## src/rtl/afifo_pkg.sv

```systemverilog
// Shared types for the async FIFO write side: data word, arbiter state and
// requester index, plus default arbiter sizing.
package afifo_pkg;

   localparam int WIDTH_DEF     = 8;
   localparam int N_REQ_DEF     = 4;
   localparam int BURST_MAX_DEF = 4;

   typedef logic [WIDTH_DEF-1:0] data_ty;

   typedef logic [$clog2(N_REQ_DEF)-1:0] req_idx_ty;

   typedef enum logic {
      IDLE  = 1'b0,
      GRANT = 1'b1
   } arb_state_ty;

endpackage

```

## src/rtl/afifo_rr_pick.sv

```systemverilog
// Combinational round-robin first-one finder: first set bit of req searching
// upward from rr_ptr with wrap to 0.
module afifo_rr_pick
   import afifo_pkg::*;
#(
   parameter  int N_REQ = N_REQ_DEF,
   localparam int IDX_W = $clog2(N_REQ)
) (
   input  logic [N_REQ-1:0] req,
   input  logic [IDX_W-1:0] rr_ptr,
   output logic [IDX_W-1:0] idx,
   output logic             found
);

   logic [IDX_W-1:0] cand_s;
   logic             hit_s;

   // Scan all rotated positions; the first hit wins and later ones are masked
   always_comb begin
      idx    = '0;
      found  = 1'b0;
      cand_s = '0;
      hit_s  = 1'b0;
      for (int i = 0; i < N_REQ; i++) begin
         cand_s = IDX_W'((int'(rr_ptr) + i) % N_REQ);
         hit_s  = req[cand_s] & ~found;
         idx    = hit_s ? cand_s : idx;
         found  = found | hit_s;
      end
   end

endmodule

```

## src/rtl/afifo_wr_arbiter.sv

```systemverilog
// Write-side arbiter for the async FIFO: round-robin, burst-limited sharing of
// the single push/data_in/full port between N_REQ requesters (clk_wr domain).
module afifo_wr_arbiter
   import afifo_pkg::*;
#(
   parameter  int N_REQ     = N_REQ_DEF,
   parameter  int BURST_MAX = BURST_MAX_DEF,
   parameter  int WIDTH     = $bits(data_ty),
   localparam int IDX_W     = $clog2(N_REQ),
   localparam int BEAT_W    = $clog2(BURST_MAX + 1)
) (
   input  logic                        clk_wr,
   input  logic                        wr_rst,
   input  logic [N_REQ-1:0]            req_valid,
   input  logic [N_REQ-1:0][WIDTH-1:0] req_data,
   input  logic [N_REQ-1:0]            req_last,
   output logic [N_REQ-1:0]            req_ready,
   input  logic                        full,
   output logic                        push,
   output logic [WIDTH-1:0]            data_in,
   output logic [IDX_W-1:0]            grant_id,
   output logic                        busy
);

   arb_state_ty       state_r, state_s;
   logic [IDX_W-1:0]  rr_ptr_r, rr_ptr_s;
   logic [IDX_W-1:0]  grant_id_r, grant_id_s;
   logic [BEAT_W-1:0] beat_cnt_r, beat_cnt_s;
   logic [IDX_W-1:0]  pick_idx_s;
   logic              pick_found_s;
   logic              xfer_s;
   logic              cap_hit_s;
   logic              release_s;

   function automatic logic [IDX_W-1:0] wrap_inc(input logic [IDX_W-1:0] i);
      if (int'(i) == N_REQ - 1) begin
         return '0;
      end else begin
         return i + IDX_W'(1);
      end
   endfunction

   afifo_rr_pick #(.N_REQ(N_REQ)) u_pick (
      .req    (req_valid),
      .rr_ptr (rr_ptr_r),
      .idx    (pick_idx_s),
      .found  (pick_found_s)
   );

   // Transfer qualification and grant-release decision for the current holder
   always_comb begin
      xfer_s    = 1'b0;
      cap_hit_s = 1'b0;
      release_s = 1'b0;
      if (state_r == GRANT) begin
         xfer_s    = req_valid[grant_id_r] & ~full;
         cap_hit_s = (beat_cnt_r + BEAT_W'(1)) == BEAT_W'(BURST_MAX);
         // An idle holder only counts as abandoning when the FIFO could take a word
         release_s = (xfer_s & (req_last[grant_id_r] | cap_hit_s)) |
                     (~req_valid[grant_id_r] & ~full);
      end else begin
         xfer_s    = 1'b0;
         cap_hit_s = 1'b0;
         release_s = 1'b0;
      end
   end

   // Next-state, pointer and beat counter
   always_comb begin
      state_s    = state_r;
      rr_ptr_s   = rr_ptr_r;
      grant_id_s = grant_id_r;
      beat_cnt_s = beat_cnt_r;
      case (state_r)
         IDLE: begin
            if (pick_found_s) begin
               state_s    = GRANT;
               grant_id_s = pick_idx_s;
               beat_cnt_s = '0;
            end else begin
               state_s    = IDLE;
            end
         end
         GRANT: begin
            if (xfer_s) begin
               beat_cnt_s = beat_cnt_r + BEAT_W'(1);
            end else begin
               beat_cnt_s = beat_cnt_r;
            end
            if (release_s) begin
               state_s  = IDLE;
               rr_ptr_s = wrap_inc(grant_id_r);
            end else begin
               state_s  = GRANT;
            end
         end
         default: begin
            state_s = IDLE;
         end
      endcase
   end

   // FIFO-side outputs, only live while a grant is held
   always_comb begin
      req_ready = '0;
      push      = 1'b0;
      data_in   = '0;
      if (state_r == GRANT) begin
         req_ready[grant_id_r] = ~full;
         push                  = xfer_s;
         data_in               = req_data[grant_id_r];
      end else begin
         req_ready = '0;
         push      = 1'b0;
         data_in   = '0;
      end
   end

   assign busy     = (state_r == GRANT);
   assign grant_id = grant_id_r;

   // State, pointer, grant index and beat counter registers
   always_ff @(posedge clk_wr or negedge wr_rst) begin
      if (!wr_rst) begin
         state_r    <= IDLE;
         rr_ptr_r   <= '0;
         grant_id_r <= '0;
         beat_cnt_r <= '0;
      end else begin
         state_r    <= state_s;
         rr_ptr_r   <= rr_ptr_s;
         grant_id_r <= grant_id_s;
         beat_cnt_r <= beat_cnt_s;
      end
   end

endmodule

```

## config.mk

```make
export PLATFORM = sky130hd
export DESIGN_NAME = afifo_wr_arbiter
export DESIGN_NICKNAME = d
export VERILOG_FILES = /design/src/rtl/afifo_pkg.sv /design/src/rtl/afifo_rr_pick.sv /design/src/rtl/afifo_wr_arbiter.sv
export SDC_FILE = /design/constraint.sdc
export NUM_CORES = 1
export LEC_CHECK = 0
export CORE_MARGIN = 2
export CORE_UTILIZATION = 37
export DETAILED_ROUTE_END_ITERATION = 7
export PLACE_DENSITY_LB_ADDON = 0.12
export SYNTH_ARGS = -nofsm -noshare
export SYNTH_HDL_FRONTEND = slang
export SYNTH_SLANG_ARGS = --single-unit
```

## constraint.sdc

```tcl
create_clock -name clk_wr -period 3.5 [get_ports clk_wr]
set_clock_uncertainty 0.2 [all_clocks]
set_input_delay 0.7 -clock clk_wr [delete_from_list [all_inputs] [get_ports clk_wr]]
set_output_delay 0.7 -clock clk_wr [all_outputs]
set_load 0.02 [all_outputs]
```

After elaboration in Yosys (flattened, before gate mapping)
Index checks and enable logic that the tools add are counted.
W data, S select, Z words.
Storage, ports and cells
  register bits after elaboration: 8
  bits in latches: 0
  bits in writable memories: 0
  bits in read-only memories: 0
  output and inout bits: 16
  word-level logic and storage cells: 73
  memories kept: 0
Cells by class
  add/subtract/negate cells: 5
  multipliers: 0
  div/mod/pow operators: 0
  order comparisons: 6
  equal/unequal tests: 4
  shift-type cells: 0
  mux-type cells: 32
  bitwise gates (word level): 18
  reductions and logical operators: 4
Operator list (number)
  $bmux W8 S2: 1
  $mux W8: 2
  $lt A2 B3 Y1 const B: 5
  $bmux W1 S2: 6
  $mux W1: 12
  $mux W2: 5
  $and A1 B1 Y1: 6
  $mux W3: 2
  $not A1 Y1: 6
  $pmux W3 S2: 1
  $reduce_and A2 Y1: 3
  $or A1 B1 Y1: 5
  $add A2 B1 Y2 const B: 2
  $add A2 B2 Y2 const B: 2
  $and A4 B4 Y4: 1
  $mux W4: 1
  $add A3 B1 Y3 const B: 1
  $eq A3 B3 Y1 const B: 1
  $demux W1 S2: 1
  $eq A2 B1 Y1 const B: 1
  $ge A2 B1 Y1 const B: 1
  $ne A2 B1 Y1 const B: 1
  $ne A2 B2 Y1 const B: 1
  $pmux W1 S2: 1
  $logic_and A1 B1 Y1: 1

Logic depth before layout (Yosys ltp)
Gate-level depths: netlist (run 1).
  depth after elaboration: 13
  gate-level depth with buffers: 5
  mapped depth without buffers: 5

Cells and area by module
From an unflattened synthesis (run 1), not the netlist that was laid out.
Second synthesis, totals
  cell total of the unflattened synthesis: 75
  area total of the unflattened synthesis: 822.0 sq um
Modules (own cells, without submodules)
  afifo_wr_arbiter: times used 1, cells an instance 63, area an instance 748.2 sq um, seq. area each 200.2 sq um
  afifo_rr_pick: times used 1, cells an instance 12, area an instance 73.8 sq um, seq. area each 0.0 sq um

Worst setup path after synthesis (run 1)
OpenSTA, ideal clock, no wires.
  kind: reg-to-output
  start: register grant_id_r[0], in the netlist grant_id[0]
  end: output data_in[0]
  arrival time: 1.624 ns
  data required time: 2.600 ns
  setup slack: 0.976 ns
  cell stages (with the launch flop): 4
  buffers on the path: 1
  cells stage by stage: dfrtp_1 buf_2 mux4_2 and2_1
On the way
  longest elaborated chain between the ends: 3
RTL lines
  from (decl): RTL line afifo_wr_arbiter.sv:27  | logic [IDX_W-1:0] grant_id_r, grant_id_s;
  from (signal assigned): RTL line afifo_wr_arbiter.sv:132  | grant_id_r <= grant_id_s;
  $bmux W8 S2: RTL line afifo_wr_arbiter.sv:111  | data_in = req_data[grant_id_r];
  $mux W8 (implied by the code): RTL line afifo_wr_arbiter.sv:111
  $mux W8: RTL line afifo_wr_arbiter.sv:108  | if (state_r == GRANT) begin
  to (decl): RTL line afifo_wr_arbiter.sv:20  | output logic [WIDTH-1:0] data_in,
No other way between the ends. The select of a mux whose other input is x is not followed.

Worst setup path in the final report (run 1)
  start: input req_valid[0]
  end: output push
On the way
  longest elaborated chain between the ends: 5
RTL lines
  from (decl): RTL line afifo_wr_arbiter.sv:14  | input logic [N_REQ-1:0] req_valid,
  $bmux W1 S2: RTL line afifo_wr_arbiter.sv:56  | xfer_s = req_valid[grant_id_r] & ~full;
  $mux W1 (implied by the code): RTL line afifo_wr_arbiter.sv:56
  $and A1 B1 Y1: RTL line afifo_wr_arbiter.sv:56
  $mux W1: RTL line afifo_wr_arbiter.sv:55  | if (state_r == GRANT) begin
  $mux W1: RTL line afifo_wr_arbiter.sv:108
  to (decl): RTL line afifo_wr_arbiter.sv:19  | output logic push,
No other way between the ends. The select of a mux whose other input is x is not followed.

==> results.rst, run 1 <==
.. list-table::
   :header-rows: 1

   * - Metric
     - Value
   * - Clk Tree Root Cell
     - sky130_fd_sc_hd__clkbuf_4
   * - Power after layout
     - 941 uW
   * - Global-route wire length before repair
     - 3.70 mm
   * - DRC violation count after routing
     - 0
   * - Antenna violations before repair
     - 0
   * - Post-synthesis mux area share
     - 0.343
   * - Critical-path cell list
     - clkdlybuf4s50_1 -> mux4_2 -> nand2_1 -> inv_1 -> clkdlybuf4s50_1
   * - Post CTS Setup Buffer Count
     - 0
   * - Synthesized-area fraction occupied by ao, oa, aoi and oai cells
     - 0.115
   * - Starting DRT DRC Count
     - 9
   * - Slew at the pin closest to its max-slew limit
     - 0.505 ns
   * - Multi-input gate area
     - 588 um2
   * - HPWL Detailed
     - 1.89 mm
   * - Upper clock frequency limit
     - ~300 MHz
   * - Worst Path Arrival
     - 2.43 ns
   * - Crit path required time
     - 2.60 ns
   * - FILL cells
     - 183
   * - Yosys cell types
     - 27
   * - Mean instance size in the synthesized netlist
     - around 11 um2
   * - Final standard cell area without fillers
     - 1470 um2
   * - Portion of the clock cycle consumed by the worst path in the final layout
     - 0.951
   * - Cells after synthesis
     - 76
   * - # diodes
     - 0
   * - Post-placement worst setup slack
     - between 0.15 and 0.2 ns
   * - Worst path slowest cell
     - sky130_fd_sc_hd__mux4_2
   * - Largest voltage drop on the vdd net
     - 0.413 mV
   * - Kind of launch point of the worst setup path
     - input port
   * - Number of buffers on the longest clock path
     - 2
   * - Vias after detailed routing
     - 827
   * - # Max-Cap Violations
     - 0
   * - Simple-gate portion of the synthesized area
     - 0.151
   * - Warnings, synthesis
     - 0
   * - Most used flip-flop cell after synthesis
     - sky130_fd_sc_hd__dfrtp_1
   * - Number of nets with antenna violations after routing
     - 0
   * - CTS Sinks
     - 8
   * - Pint
     - 556 uW
   * - RePlAce Congestion
     - around 0.8
   * - Total overflow reported by the global router
     - 0
   * - Vias in the first global route
     - 806
   * - Fraction of power consumed by the clock network
     - 0.069
   * - Worst stage delay on the critical path
     - 0.53 ns
   * - Post-layout nets
     - 187
   * - Hold violation total from the final report
     - 0
   * - Routed WL per cell
     - around 14 um
   * - Fraction of final layout cells with drive strength greater than 1
     - 0.132
   * - CTS tree
     - built
   * - Worst setup margin
     - roughly 0.17 ns
   * - Pin count of the biggest net entering global routing
     - 15
   * - Row Count
     - 17
   * - Dominant delay contributor by cell family on the critical path
     - buffers and inverters
   * - Run status
     - completed
   * - Vias per std cell
     - roughly 5.0
   * - Number of flops mapped to enable cells by yosys
     - 0
   * - Share of flip-flops with an asynchronous set or reset after synthesis
     - 1.00
   * - Dpl cell area
     - 1450 um2
   * - Post-synthesis adder-cell area fraction
     - 0.0906
   * - Post-synthesis share of cell area spent on xor and xnor gates
     - 0.0106
   * - Post-route core utilization
     - 0.676
   * - Largest family of logic cells by synthesized area
     - multiplexers
   * - Number of iterations in the first detailed-routing pass
     - 4
   * - Critical path capture point type
     - primary output
   * - Core region area
     - 2170 um2
   * - Number of pins with negative max-slew slack in the final report
     - 0
   * - Hold WC Path Type
     - register to register
   * - H-Tree Level Count
     - 1
   * - Share of Yosys cell area claimed by the top area cell type
     - 0.245
   * - Seq/Total Area, Yosys
     - 0.242
   * - Biggest area contributors in the synthesized netlist
     - sky130_fd_sc_hd__mux4_2 24%, sky130_fd_sc_hd__dfrtp_1 24%, sky130_fd_sc_hd__and2_1 9.1%
   * - Post-CTS clock slew at the launch and capture registers of the worst setup and hold paths
     - 0.04 ns
   * - Clock latency reported for the late side of the worst-skew pair
     - 0.24 ns
   * - Initial Util
     - 0.382
   * - Port Buf Inserts
     - 58
   * - Fin Setup TNS
     - 0 ns
   * - RSZ-0062 raised after global routing
     - no
   * - Type of the worst setup path
     - input port to primary output
   * - Most common cell in the synthesized netlist
     - sky130_fd_sc_hd__and2_1
   * - Mapped Nets
     - 125
   * - CP Buf/Inv Count
     - 3
   * - Total of hold buffers inserted after clock tree synthesis
     - 0
   * - Slew margin rel.
     - 0.660
   * - Register bit total from synthesis
     - 8
   * - Areal power density over the cells
     - 641 nW/um2
   * - Critical path peak fanout
     - 6
   * - I/O pins
     - 59
   * - Area taken by flip-flops and latches
     - about 200 um2
   * - Share of total power in sequential cells
     - 0.211
   * - Growth of design area from synthesis to finish
     - 77.2%
   * - Final critical path time including I/O delays and setup
     - 3.33 ns
   * - Area enclosed by the die boundary
     - 2630 um2
   * - Post-synthesis instance area
     - 828 um2
   * - # resized after CTS
     - 0
   * - Most frequent cell on the critical path
     - sky130_fd_sc_hd__clkdlybuf4s50_1
   * - Switching power
     - approximately 380 uW
   * - CTS buffer count
     - 3
   * - Post-synth top cells
     - 12 x sky130_fd_sc_hd__and2_1, 9 x sky130_fd_sc_hd__mux4_2, 8 x sky130_fd_sc_hd__dfrtp_1
   * - Net Sw Frac
     - 0.409
   * - Die outline height
     - approximately 51 um
   * - Static leakage power
     - approximately 0.61 nW
   * - Number of setup violations in the final report
     - 0
   * - Overall fraction of global-route tracks in use
     - 0.187
   * - Die Width
     - between 50 and 60 um
   * - Synth area leader
     - sky130_fd_sc_hd__mux4_2
   * - Comb power frac
     - 0.720
   * - Routed wire length
     - ~2.3 mm
-- routing by layer --
metal  track usage  vias up  routed length (um)  part of all wire
met1         0.230      374                 987              0.43
li1              -      404                   -                 -
met4        0.0658        0                  23             0.010
met3        0.0351        4                 167             0.073
met2         0.327       45                1120              0.49
met5             0        -                   0                 0
-- flip-flops by register name, indices dropped and copies added, names as in the netlist --
name        cells
beat_cnt_r      3
grant_id        2
rr_ptr_r        2
busy            1
-- power groups by stage --
stage               clock [mW]  combinational [mW]  sequential (mW)
floorplan                    0               0.416            0.191
global placement             0               0.676            0.201
detailed placement           0               0.685            0.202
CTS                     0.0682               0.688            0.201
global route            0.0751               0.732            0.210
finish                  0.0649               0.677            0.199
-- logic make-up after synthesis --
kind of cell,count (synthesis)
multiplexers,15
AO/OA/AOI/OAI,14
AND/OR/NAND/NOR,22
XOR/XNOR,1
adder cells (fa/ha/maj),6
flip-flops,8
buffers and inverters,10
-- cell type report --
class / instances / area share
clock buffer: 3 / 0.0153
inverter: 7 / 0.0179
multi-input combinational: 58 / 0.401
sequential: 8 / 0.136
tap: 28 / 0.0239
timing repair buffer: 60 / 0.406
-- path summary, 6_finish.rpt --
kind / startpoint / to / slack [ns] / cells past startpoint
min in group asynchronous: wr_rst / beat_cnt_r[2]$_DFFE_PN0P_ / 0.53 / 1
worst min register to register: rr_ptr_r[0]$_DFFE_PN0P_ / rr_ptr_r[0]$_DFFE_PN0P_ / 0.33 / 1
worst max register to register: grant_id[0]$_DFFE_PN0P_ / rr_ptr_r[1]$_DFFE_PN0P_ / 1.46 / 5
worst max-delay path: req_valid[0] / push / 0.17 / 5
worst min-delay path: rr_ptr_r[0]$_DFFE_PN0P_ / rr_ptr_r[0]$_DFFE_PN0P_ / 0.33 / 1
max in group asynchronous: wr_rst / grant_id[0]$_DFFE_PN0P_ / 2.31 / 1
-- layout by cell type, fill, tap and decap left out, types with 3 or more instances in the layout --
cell type	Yosys	routed
sky130_fd_sc_hd__a21oi_1	3	3
sky130_fd_sc_hd__and2_1	12	12
sky130_fd_sc_hd__clkbuf_4	0	3
sky130_fd_sc_hd__clkdlybuf4s50_1	0	58
sky130_fd_sc_hd__dfrtp_1	8	8
sky130_fd_sc_hd__ha_1	6	6
sky130_fd_sc_hd__inv_1	7	7
sky130_fd_sc_hd__mux4_2	9	9
sky130_fd_sc_hd__nor2_1	3	3
sky130_fd_sc_hd__o21ai_0	4	4
-- per-stage QoR --
stage	hold WS, ns	cells
2_1_floorplan	0.204	76
3_3_place_gp	0.315	161
3_5_place_dp	0.326	161
4_1_cts	0.337	164
5_1_grt	0.350	164
6_report	0.332	164
No activity file was read; power rests on OpenSTA's default activity.
==> run 2, diff against run 1 <==
--- a/config.mk
+++ b/config.mk
@@ -5,6 +5,7 @@
 export SDC_FILE = /design/constraint.sdc
 export NUM_CORES = 1
 export LEC_CHECK = 0
+export CAP_MARGIN = 40
 export CORE_MARGIN = 2
 export CORE_UTILIZATION = 37
 export DETAILED_ROUTE_END_ITERATION = 7
==> results of run 2 <==
Final layout, timing and power as in run 1 (identical DEF).
